<file path="src/rtl/fram_spi_pkg.sv">
// Shared definitions for the FRAM SPI master: command encoding, opcode bytes,
// frame-FSM states and small frame-shape helpers.
package fram_spi_pkg;

  typedef enum logic [2:0] {
    OP_WREN  = 3'd0,
    OP_WRDI  = 3'd1,
    OP_RDSR  = 3'd2,
    OP_WRSR  = 3'd3,
    OP_READ  = 3'd4,
    OP_WRITE = 3'd5,
    OP_RDID  = 3'd6,
    OP_RSVD  = 3'd7
  } cmdOp_e;

  typedef enum logic [2:0] {
    IDLE,
    SETUP,
    XFER,
    WAIT_WR,
    HOLD,
    GAP
  } fsmState_e;

  localparam logic [7:0] OPC_WREN  = 8'h06;
  localparam logic [7:0] OPC_WRDI  = 8'h04;
  localparam logic [7:0] OPC_RDSR  = 8'h05;
  localparam logic [7:0] OPC_WRSR  = 8'h01;
  localparam logic [7:0] OPC_READ  = 8'h03;
  localparam logic [7:0] OPC_WRITE = 8'h02;
  localparam logic [7:0] OPC_RDID  = 8'h9F;

  function automatic logic [7:0] opcodeByte(cmdOp_e op);
    case (op)
      OP_WREN:  opcodeByte = OPC_WREN;
      OP_WRDI:  opcodeByte = OPC_WRDI;
      OP_RDSR:  opcodeByte = OPC_RDSR;
      OP_WRSR:  opcodeByte = OPC_WRSR;
      OP_READ:  opcodeByte = OPC_READ;
      OP_WRITE: opcodeByte = OPC_WRITE;
      OP_RDID:  opcodeByte = OPC_RDID;
      default:  opcodeByte = 8'h00;
    endcase
  endfunction

  function automatic logic isMemOp(cmdOp_e op);
    return (op == OP_READ) || (op == OP_WRITE);
  endfunction

  function automatic logic isWriteOp(cmdOp_e op);
    return (op == OP_WRSR) || (op == OP_WRITE);
  endfunction

  // Data bytes following opcode/address; len 0 on memory ops means 256.
  function automatic logic [8:0] dataBytes(cmdOp_e op, logic [7:0] len);
    case (op)
      OP_READ, OP_WRITE: dataBytes = (len == 8'd0) ? 9'd256 : {1'b0, len};
      OP_RDSR, OP_WRSR:  dataBytes = 9'd1;
      OP_RDID:           dataBytes = 9'd4;
      default:           dataBytes = 9'd0;
    endcase
  endfunction

endpackage

</file>
<file path="src/rtl/fram_spi_byte_engine.sv">
// SPI mode-0 byte shifter: generates SCK for one byte, shifts MOSI out MSB
// first and samples MISO on the edge that raises SCK.
module fram_spi_byte_engine #(
  parameter int CLK_DIV = 2
) (
  input  logic       clk,
  input  logic       rst_n,
  input  logic       load,
  input  logic [7:0] txByte,
  input  logic       miso,
  output logic       sck,
  output logic       mosi,
  output logic       busy,
  output logic       byteDone,
  output logic       rxValid,
  output logic [7:0] rxByte
);

  logic [7:0] divCnt;
  logic [2:0] bitCnt;
  logic [7:0] txShift;
  logic [6:0] rxShift;
  logic       divLast;

  assign divLast = (divCnt == 8'(CLK_DIV - 1));
  // Combinational so a follow-on load starts the next low phase with no gap.
  assign byteDone = busy && sck && divLast && (bitCnt == 3'd7);
  assign mosi     = busy & txShift[7];

  always_ff @(posedge clk or negedge rst_n) begin
    if (!rst_n) begin
      busy    <= 1'b0;
      sck     <= 1'b0;
      divCnt  <= 8'd0;
      bitCnt  <= 3'd0;
      txShift <= 8'd0;
      rxShift <= 7'd0;
      rxValid <= 1'b0;
      rxByte  <= 8'd0;
    end else begin
      rxValid <= 1'b0;
      if (load && (!busy || byteDone)) begin
        busy    <= 1'b1;
        sck     <= 1'b0;
        divCnt  <= 8'd0;
        bitCnt  <= 3'd0;
        txShift <= txByte;
      end else if (busy) begin
        if (!divLast) begin
          divCnt <= divCnt + 8'd1;
        end else begin
          divCnt <= 8'd0;
          if (!sck) begin
            sck     <= 1'b1;
            rxShift <= {rxShift[5:0], miso};
            if (bitCnt == 3'd7) begin
              rxValid <= 1'b1;
              rxByte  <= {rxShift, miso};
            end
          end else begin
            sck <= 1'b0;
            if (bitCnt == 3'd7) begin
              busy <= 1'b0;
            end else begin
              bitCnt  <= bitCnt + 3'd1;
              txShift <= {txShift[6:0], 1'b0};
            end
          end
        end
      end
    end
  end

endmodule

</file>
<file path="src/rtl/fram_spi_master.sv">
// SPI master for serial FRAM: frame FSM sequencing opcode, address and data
// bytes over a shared byte engine, with streaming write/read byte handshakes.
module fram_spi_master
  import fram_spi_pkg::*;
#(
  parameter int CLK_DIV       = 2,
  parameter int ADDRESS_WIDTH = 18
) (
  input  logic                     clk,
  input  logic                     rst_n,
  input  logic                     cmd_valid,
  output logic                     cmd_ready,
  input  logic [2:0]               cmd_op,
  input  logic [ADDRESS_WIDTH-1:0] cmd_addr,
  input  logic [7:0]               cmd_len,
  input  logic [7:0]               wr_data,
  input  logic                     wr_valid,
  output logic                     wr_ready,
  output logic [7:0]               rd_data,
  output logic                     rd_valid,
  output logic                     done,
  output logic                     err,
  output logic                     busy,
  output logic                     spi_sck,
  output logic                     spi_cs,
  output logic                     spi_mosi,
  input  logic                     spi_miso
);

  fsmState_e                state, stateNext;
  cmdOp_e                   opReg;
  logic [ADDRESS_WIDTH-1:0] addrReg;
  logic [1:0]               hdrLeft;
  logic [8:0]               dataLeft;
  logic [7:0]               cnt;
  logic                     armed, curIsRead, doneReg, errReg;

  logic       cntLast, accept, acceptRsvd, finish;
  logic       takeHdr, takeData, nextRead, wrReadyC;
  logic       engLoad, engSck, engMosi, engBusy, engByteDone, engRxValid;
  logic [7:0] engTx, engRxByte, opByteCur, hdrByte;
  logic [23:0] addr24;

  assign cntLast   = (cnt == 8'(CLK_DIV - 1));
  assign opByteCur = opcodeByte(opReg);
  assign addr24    = 24'(addrReg);

  always_comb begin
    case (hdrLeft)
      2'd3:    hdrByte = addr24[23:16];
      2'd2:    hdrByte = addr24[15:8];
      default: hdrByte = addr24[7:0];
    endcase
  end

  always_ff @(posedge clk or negedge rst_n) begin
    if (!rst_n) begin
      state     <= IDLE;
      opReg     <= OP_WREN;
      addrReg   <= '0;
      hdrLeft   <= 2'd0;
      dataLeft  <= 9'd0;
      cnt       <= 8'd0;
      armed     <= 1'b0;
      curIsRead <= 1'b0;
      doneReg   <= 1'b0;
      errReg    <= 1'b0;
    end else begin
      state   <= stateNext;
      armed   <= 1'b1;
      cnt     <= (stateNext != state) ? 8'd0 : cnt + 8'd1;
      doneReg <= finish | acceptRsvd;
      errReg  <= acceptRsvd;
      if (accept) begin
        opReg    <= cmdOp_e'(cmd_op);
        addrReg  <= cmd_addr;
        hdrLeft  <= isMemOp(cmdOp_e'(cmd_op)) ? 2'd3 : 2'd0;
        dataLeft <= dataBytes(cmdOp_e'(cmd_op), cmd_len);
      end
      if (takeHdr)  hdrLeft  <= hdrLeft - 2'd1;
      if (takeData) dataLeft <= dataLeft - 9'd1;
      if (engLoad)  curIsRead <= nextRead;
    end
  end

  always_comb begin
    stateNext  = state;
    accept     = 1'b0;
    acceptRsvd = 1'b0;
    finish     = 1'b0;
    takeHdr    = 1'b0;
    takeData   = 1'b0;
    nextRead   = 1'b0;
    wrReadyC   = 1'b0;
    engLoad    = 1'b0;
    engTx      = 8'h00;
    unique case (state)
      IDLE: begin
        if (cmd_valid && cmd_ready) begin
          if (cmdOp_e'(cmd_op) == OP_RSVD) begin
            acceptRsvd = 1'b1;
          end else begin
            accept    = 1'b1;
            stateNext = SETUP;
          end
        end
      end
      SETUP: begin
        if (cntLast) begin
          engLoad   = 1'b1;
          engTx     = opByteCur;
          stateNext = XFER;
        end
      end
      XFER: begin
        if (engByteDone) begin
          if (hdrLeft != 2'd0) begin
            engLoad = 1'b1;
            engTx   = hdrByte;
            takeHdr = 1'b1;
          end else if (dataLeft != 9'd0) begin
            if (isWriteOp(opReg)) begin
              if (wr_valid) begin
                wrReadyC = 1'b1;
                engLoad  = 1'b1;
                engTx    = wr_data;
                takeData = 1'b1;
              end else begin
                stateNext = WAIT_WR;
              end
            end else begin
              engLoad  = 1'b1;
              takeData = 1'b1;
              nextRead = 1'b1;
            end
          end else begin
            stateNext = HOLD;
          end
        end
      end
      WAIT_WR: begin
        if (wr_valid) begin
          wrReadyC  = 1'b1;
          engLoad   = 1'b1;
          engTx     = wr_data;
          takeData  = 1'b1;
          stateNext = XFER;
        end
      end
      HOLD: if (cntLast) stateNext = GAP;
      GAP: begin
        if (cntLast) begin
          stateNext = IDLE;
          finish    = 1'b1;
        end
      end
      default: stateNext = IDLE;
    endcase
  end

  fram_spi_byte_engine #(.CLK_DIV(CLK_DIV)) byteEngine (
    .clk      (clk),
    .rst_n    (rst_n),
    .load     (engLoad),
    .txByte   (engTx),
    .miso     (spi_miso),
    .sck      (engSck),
    .mosi     (engMosi),
    .busy     (engBusy),
    .byteDone (engByteDone),
    .rxValid  (engRxValid),
    .rxByte   (engRxByte)
  );

  // SETUP presents the opcode MSB before the engine is loaded.
  assign spi_mosi  = engBusy ? engMosi : ((state == SETUP) & opByteCur[7]);
  assign spi_sck   = engSck;
  assign spi_cs    = !((state == SETUP) || (state == XFER) ||
                       (state == WAIT_WR) || (state == HOLD));
  assign cmd_ready = armed && (state == IDLE);
  assign busy      = (state != IDLE);
  assign wr_ready  = wrReadyC;
  assign rd_valid  = engRxValid & curIsRead;
  assign rd_data   = engRxByte;
  assign done      = doneReg;
  assign err       = errReg;

endmodule
</file>
<file path="config.mk">
export PLATFORM = sky130hd
export DESIGN_NAME = fram_spi_master
export DESIGN_NICKNAME = d
export VERILOG_FILES = /design/src/rtl/fram_spi_pkg.sv /design/src/rtl/fram_spi_byte_engine.sv /design/src/rtl/fram_spi_master.sv
export SDC_FILE = /design/constraint.sdc
export NUM_CORES = 1
export LEC_CHECK = 0
export BUFFER_PORTS_ARGS = -buffer_cell sky130_fd_sc_hd__clkbuf_2
export CORE_MARGIN = 3
export CORE_UTILIZATION = 55
export DETAILED_ROUTE_END_ITERATION = 8
export PLACE_DENSITY_LB_ADDON = 0.15
export SYNTH_ARGS = -nofsm -noshare
export SYNTH_HDL_FRONTEND = slang
export SYNTH_SLANG_ARGS = --single-unit
</file>
<file path="constraint.sdc">
create_clock -name clk -period 4.69 [get_ports clk]
set_input_delay 0.2345 -clock clk [delete_from_list [all_inputs] [get_ports clk]]
set_output_delay 0.2345 -clock clk [all_outputs]
set_load 0.01 [all_outputs]
</file>
==> results.rst, run 1 <==
.. list-table::
   :header-rows: 1

   * - Metric
     - Value
   * - Highest-count cells in the layout ignoring fill and taps
     - nand2_1, dfrtp_1, clkbuf_2
   * - Hold violation count in the final report
     - 0
   * - Core utilization of the finished layout
     - approximately 64%
   * - Number of buffers on the longest clock path
     - 2
   * - Slew at the pin closest to its max-slew limit
     - 1110 ps
   * - Data arrival time at the worst-slack endpoint
     - roughly 2700 ps
   * - Number of optimization iterations in the first detailed-route pass
     - 4
   * - Share of the cycle needed by the critical path after routing
     - between 60% and 70%
   * - Post-Synthesis Mean Instance Area
     - approximately 9.3 um2
   * - Pwr dens
     - ~260 nW/um2
   * - Total number of yosys warnings
     - 0
   * - Wire length on met2
     - ~4900 um
   * - Insertion delay to the later sink of the worst-skew pair
     - approximately 350 ps
   * - DIE AREA
     - between 9000 and 10000 um2
   * - Startpoint-to-endpoint class of the critical path
     - flop to primary output
   * - GRT overflow
     - 0
   * - Count of flip-flops with a built-in enable after synthesis
     - 0
   * - Antenna violations before repair
     - 0
   * - Register area
     - 2100 um2
   * - Final wirelength
     - about 9800 um
   * - Setup repair after global routing missed its margin
     - false
   * - Buffers inserted during post-CTS setup optimization
     - 0
   * - Upper clock frequency limit
     - about 0.34 GHz
   * - Number of remaining DRC errors
     - 0
   * - Clock root buffer master
     - clkbuf_8
   * - Cts-stage hold buffer count
     - 0
   * - Initial DRC Count
     - approximately 180
   * - Final TNS setup
     - 0 ps
   * - IO Port Bufs
     - 58
   * - Worst-path fanout max
     - 6
   * - DR vias/cell
     - roughly 5.7
   * - Post-Synthesis Cells
     - around 480
   * - Met3 wire length
     - 420 um
   * - Total I/O pin count
     - 59
   * - Die Y-Extent
     - a little under 100 um
   * - Number of rows created at floorplan
     - 32
   * - Number of nets in the layout
     - just under 600
   * - P_leak
     - about 2.4 nW
   * - Post-synth design cell area
     - about 4500 um2
   * - Routed WL per cell
     - between 15 and 20 um
   * - Routability congestion estimate
     - between 0.8 and 0.9
   * - Reg clk slew, reported paths
     - ~90 ps
   * - Setup-failing EPs final
     - 0
   * - Maximum vdd ir drop
     - ~0.16 mV
   * - Slew Limit Fails
     - 0
   * - CP startpoint kind
     - flop
   * - Flip-flop and latch count after synthesis
     - 84
   * - Area of the multi-input gates
     - 2240 um2
   * - Number of antenna diodes
     - 0
   * - Area added between synthesis and finish
     - 11.7%
   * - Total routing usage reported by global routing
     - a little under a quarter
   * - Syn nets
     - around 540
   * - Share of flip-flops with an asynchronous set or reset
     - 100%
   * - Slack of the worst reg-to-reg path
     - between 1500 and 2000 ps
   * - Post-route met1 wirelength
     - around 4400 um
   * - Uppermost metal layer occupied by signal nets
     - met4
   * - Final Critical Period
     - between 2000 and 3000 ps
   * - Count of instances resized after the clock tree is built
     - 0
   * - Run status
     - completed
   * - Headroom to the max-slew limit
     - 25.5%
   * - First-pass GRT wire length
     - ~16000 um
   * - Required time of the critical path
     - roughly 4500 ps
   * - HP Class
     - input pin to asynchronous set/reset pin
   * - Post-DP HPWL
     - between 7000 and 8000 um
   * - Dominant register cell in the synthesized netlist
     - dfrtp_1
   * - Deepest level of the CTS H-tree
     - 3
   * - Number of sinks handled by clock tree synthesis
     - 84
   * - Maximum number of pins on one net before global-route repair
     - 85
   * - Count of different cell masters after synthesis
     - 66
   * - Starting utilization of the core area
     - 57.5%
   * - Share of post-route cells with drive strength above 1
     - approximately a fifth
   * - Endpoint kind of the worst setup timing path
     - primary output
   * - Inserted Clock Buffers
     - 9
   * - Share of synthesized area occupied by flip-flops and latches
     - a little under half
   * - Max Clock Skew
     - between 10 and 15 ps
   * - Count of nets left with antenna violations after detail routing
     - 0
   * - # fillers
     - 700
   * - Area of the core
     - around 7800 um2
   * - Clock tree from TritonCTS
     - done
   * - Commonest non-fill, non-tap cell in the layout
     - nand2_1
   * - Number of global-route vias before repair
     - 3449
   * - Number of violations of the max-capacitance limit
     - 0
   * - Overall via count from detail_route
     - 3651
   * - Floorplan die width
     - ~96 um
power by group:
part / switching (mW) / internal, mW / total (mW)
Combinational: 0.0264 / 0.0161 / 0.0424
Sequential: 0.00213 / 0.727 / 0.729
Clock: 0.274 / 0.248 / 0.522
critical path, stage by stage (launching register included):
cell      delay, ps
dfrtp_1         410
inv_1            70
ha_1            150
or3b_2          520
nor4_4          450
a31oi_2         200
nor2b_1         370
clkbuf_2        210
logic make-up after synthesis:
logic type / after synthesis / synth area share [%]
AOI/OAI and AO/OA: 97 / 16.0
and+or+nand+nor: 228 / 24.1
DFF: 84 / 46.8
muxes: 17 / 4.10
other: 1 / 0.0835
xor gates and xnor gates: 12 / 2.51
adders and majority gates: 11 / 3.07
buffers and inverters: 34 / 3.32
layout make-up:
type	count	share of cell area (%)
clock inverter	7	1.50
inverter	14	1.07
clock buffer	9	2.47
tap	102	2.55
timing repair buffer	58	5.84
multi-input combinational	366	44.6
sequential	84	41.9
final timing paths:
| path | startpoint | to | depth (start not counted) |
|---|---|---|---|
| worst max-delay path | byteEngine.divCnt[1]$_DFFE_PN0P_ | wr_ready | 7 |
| worst min-delay path | rst_n | byteEngine.bitCnt[2]$_DFFE_PN0P_ | 1 |
| worst max register to register | byteEngine.divCnt[1]$_DFFE_PN0P_ | dataLeft[2]$_DFFE_PN0P_ | 8 |
| worst min register to register | byteEngine.rxShift[6]$_DFFE_PN0P_ | byteEngine.rxByte[7]$_DFFE_PN0P_ | 2 |
| max in group asynchronous | rst_n | byteEngine.txShift[4]$_DFFE_PN0P_ | 1 |
| min in group clk | cmd_addr[2] | addrReg[2]$_DFFE_PN0P_ | 3 |
state kept, by name, indices dropped and copies added, names as in the netlist:
register	flops
hdrLeft	2
curIsRead	1
done	1
byteEngine.bitCnt	3
byteEngine.rxShift	7
byteEngine.divCnt	8
dataLeft	9
cnt	8
state	3
byteEngine.rxByte	8
opReg	3
byteEngine.busy	1
byteEngine.txShift	8
err	1
byteEngine.sck	1
byteEngine.rxValid	1
addrReg	18
armed	1
layer usage:
layer | vias up | track usage [%]
met4 | 0 | 6.89
met3 | 8 | 3.36
met5 | - | 0
met1 | 1755 | 31.2
met2 | 90 | 37.2
li1 | 1798 | -
cell usage after synthesis, drive strengths merged (9+ instances only):
| cell type | number | share of area [%] |
|---|---|---|
| nand2 | 122 | 10 |
| and3 | 9 | 1.3 |
| nor3 | 16 | 1.8 |
| a21oi | 14 | 1.8 |
| clkbuf | 10 | 0.84 |
| buf | 10 | 1.3 |
| o21ai | 22 | 2.8 |
| mux2 | 11 | 2.8 |
| dfrtp | 84 | 47 |
| a211oi | 9 | 1.7 |
| nand3 | 10 | 1.1 |
| inv | 13 | 1.1 |
| nor2b | 11 | 1.5 |
| nor2 | 24 | 2.0 |
| ha | 11 | 3.1 |
through the flow:
step,worst slack [ps],instances,hold slack (ps),area [um2],power (mW)
after floorplan,2180,484,-61.1,4490,0.750
after global placement,1860,624,423,4810,0.786
after detailed placement,1780,624,427,4810,0.787
after CTS,1710,640,53.9,5010,1.31
after global routing,1480,640,64.3,5010,1.35
final,1720,640,43.6,5010,1.29
Note: power is estimated with default switching activity, not from simulation.
==> inputs of run 2 (changes only) <==
- clock period: 4.69 -> 2.8 ns (I/O delays scaled with it)
==> run 2 against run 1 <==
  * The run now ends with hold timing left
  * Via count rose by 3.5%
  * Hold slack got worse by 84 ps
  * First-iteration DRC count fell by 0.56%
  * Clock power rose by 73%
  * Critical endpoint is now dataLeft[6]$_DFFE_PN0P_
==> results.rst, run 2 (synthesis results as in run 1) <==
.. list-table::
   :header-rows: 1

   * - Metric
     - Value
   * - Run status
     - finished with violations (was completed)
   * - Failing checks
     - hold timing
   * - Maximum vdd ir drop
     - 0.284 mV (was 0.163 mV)
   * - Clock tree from TritonCTS
     - done (unchanged)
   * - Deepest level of the CTS H-tree
     - 3 (unchanged)
   * - Endpoint kind of the worst setup timing path
     - flop (was primary output)
   * - Reg clk slew, reported paths
     - 90 ps (about the same)
   * - Total routing usage reported by global routing
     - 23.0% (was 22.7%)
   * - Max Clock Skew
     - 14.0 ps (was 13.6 ps)
   * - HP Class
     - input pin to asynchronous set/reset pin (unchanged)
   * - Start point of the critical path
     - byteEngine.divCnt[1]$_DFFE_PN0P_ (unchanged)
   * - Inserted Clock Buffers
     - 9 (unchanged)
   * - GRT met1 Usage
     - 32.5% (was 31.2%)
   * - Worst setup slack before clock tree synthesis
     - 58.2 ps (was 1780 ps)
   * - Number of buffers on the longest clock path
     - 2 (unchanged)
   * - Commonest non-fill, non-tap cell in the layout
     - nand2_1 (unchanged)
   * - Insertion delay to the later sink of the worst-skew pair
     - 360 ps (was 350 ps)
   * - First-pass GRT wire length
     - 16800 um (was 16400 um)
   * - Total I/O pin count
     - 59 (unchanged)
   * - Post-DP HPWL
     - 7060 um (was 7090 um)
   * - Routed WL per cell
     - 14.9 um (was 15.4 um)
   * - Area added between synthesis and finish
     - 19.1% (was 11.7%)
   * - Number of remaining DRC errors
     - 0 (unchanged)
   * - DR vias/cell
     - 5.60 (was 5.70)
   * - Final wirelength
     - 10100 um (was 9830 um)
   * - Initial DRC Count
     - 176 (was 177)
   * - Data arrival time at the worst-slack endpoint
     - 2920 ps (was 2740 ps)
   * - Routability congestion estimate
     - 0.839 (was 0.887)
   * - Clock root buffer master
     - clkbuf_8 (unchanged)
   * - Starting utilization of the core area
     - 57.5% (unchanged)
   * - Final Critical Period
     - ~2600 ps
   * - Met3 Use GR
     - 4.77% (was 3.36%)
   * - Largest register by flop count
     - addrReg (unchanged)
   * - Die Y-Extent
     - 96.3 um (unchanged)
   * - Largest registers ranked by flip-flop count
     - addrReg x18, dataLeft x9 (unchanged)
   * - Area of the core
     - 7810 um2 (unchanged)
   * - Share of the cycle needed by the critical path after routing
     - just over 90%
   * - Headroom to the max-slew limit
     - 29.2% (was 25.5%)
   * - Antenna violations before repair
     - 0 (unchanged)
   * - Number of nets in the layout
     - 621 (was 586)
   * - Overall via count from detail_route
     - 3779 (was 3651)
   * - Max reg flops
     - 18 (unchanged)
   * - Number of violations of the max-capacitance limit
     - 0 (unchanged)
   * - Required time of the critical path
     - 3100 ps (was 4460 ps)
   * - Post-route setup slack
     - 180 ps (was 1720 ps)
   * - Count of nets left with antenna violations after detail routing
     - 0 (unchanged)
   * - Busiest grt layer
     - met2 (unchanged)
   * - CP startpoint kind
     - flop (unchanged)
   * - IO Port Bufs
     - 58 (unchanged)
   * - Setup repair after global routing missed its margin
     - false (unchanged)
   * - Setup-failing EPs final
     - 0 (unchanged)
   * - Worst-path fanout max
     - 17 (was 6)
   * - Slew Limit Fails
     - 0 (unchanged)
   * - Startpoint-to-endpoint class of the critical path
     - flop to flop (was flop to primary output)
   * - Slew at the pin closest to its max-slew limit
     - 1060 ps (was 1110 ps)
   * - WHS
     - -40.6 ps (was 43.6 ps)
   * - Number of antenna diodes
     - 0 (unchanged)
   * - Upper clock frequency limit
     - between 0.3 and 0.4 GHz
   * - Hold violation count in the final report
     - 47 (was 0)
   * - GRT overflow
     - 0 (unchanged)
   * - Highest-count cells in the layout ignoring fill and taps
     - nand2_1, dfrtp_1, clkbuf_2 (unchanged)
   * - Floorplan die width
     - 96.3 um (unchanged)
   * - Maximum number of pins on one net before global-route repair
     - 85 (unchanged)
   * - Pwr dens
     - 415 nW/um2 (was 258 nW/um2)
   * - DIE AREA
     - 9280 um2 (unchanged)
   * - Number of sinks handled by clock tree synthesis
     - 84 (unchanged)
   * - Met2 track demand over resource in global routing
     - 36.8% (was 37.2%)
   * - Number of rows created at floorplan
     - 32 (unchanged)
   * - Number of optimization iterations in the first detailed-route pass
     - 4 (unchanged)
   * - Share of post-route cells with drive strength above 1
     - 21.6% (was 19.5%)
   * - Number of global-route vias before repair
     - 3604 (was 3449)
   * - P_leak
     - 2.59 nW (was 2.41 nW)
   * - RR Startpoint
     - byteEngine.divCnt[1]$_DFFE_PN0P_ (unchanged)
   * - Final TNS setup
     - 0 ps (unchanged)
run 2: critical path, stage by stage (launching register included):
cell and delay (ps):
dfrtp_1 410, inv_1 70, ha_1 140, or3b_2 520, nor4_4 340, buf_4 180, nand2_2 70, a21oi_4 210
buf_4 270, mux2i_1 220, o21a_1 130
run 2: routing by layer:
metal	wire length, um	share of wire (%)
met4	88	0.87
met5	0	0
met1	4650	46
met2	4970	49
met3	388	3.8
run 2: worst paths after layout:
| kind | to | slack (ps) | cells past startpoint |
|---|---|---|---|
| max | dataLeft[6]$_DFFE_PN0P_ | 180 | 10 |
| min | byteEngine.divCnt[6]$_DFFE_PN0P_ | -40 | 1 |
| max reg2reg | dataLeft[6]$_DFFE_PN0P_ | 180 | 10 |
| min reg2reg | byteEngine.rxByte[6]$_DFFE_PN0P_ | 480 | 2 |
| max in group asynchronous | addrReg[6]$_DFFE_PN0P_ | 2140 | 1 |
| min in group clk | byteEngine.txShift[7]$_DFFE_PN0P_ | 30 | 3 |
run 2: metrics by stage:
stage	instances	power [mW]	hold slack, ps	area (um2)	utilization, %
finish	675	2.22	-40.6	5350	68.5
CTS	673	2.24	10.0	5320	68.2
global route	675	2.31	42.9	5350	68.5
global placement	638	1.32	329	4920	63.0
floorplan	484	1.26	-156	4490	-
detailed placement	638	1.32	333	4920	63.0
run 2: area by class of cell:
cell class / instances / area (um2)
clock inverter: 7 / 85.1
tap: 102 / 128
fill: 630 / 2460
inverter: 14 / 53.8
multi-input combinational: 366 / 2250
sequential: 84 / 2100
timing repair buffer: 93 / 603
clock buffer: 9 / 124
run 2: power by group:
part,internal (mW),switching (mW)
Clock,0.426,0.477
Sequential,1.22,0.00377
Combinational,0.0442,0.0484
run 2: timing repair:
action	4_1_cts	5_1_grt
pin swaps	0	1
gates resized for setup	1	2
endpoints found under the setup margin	1	12
hold buffers	19	0
endpoints found under the hold margin	19	0
setup buffers	0	2
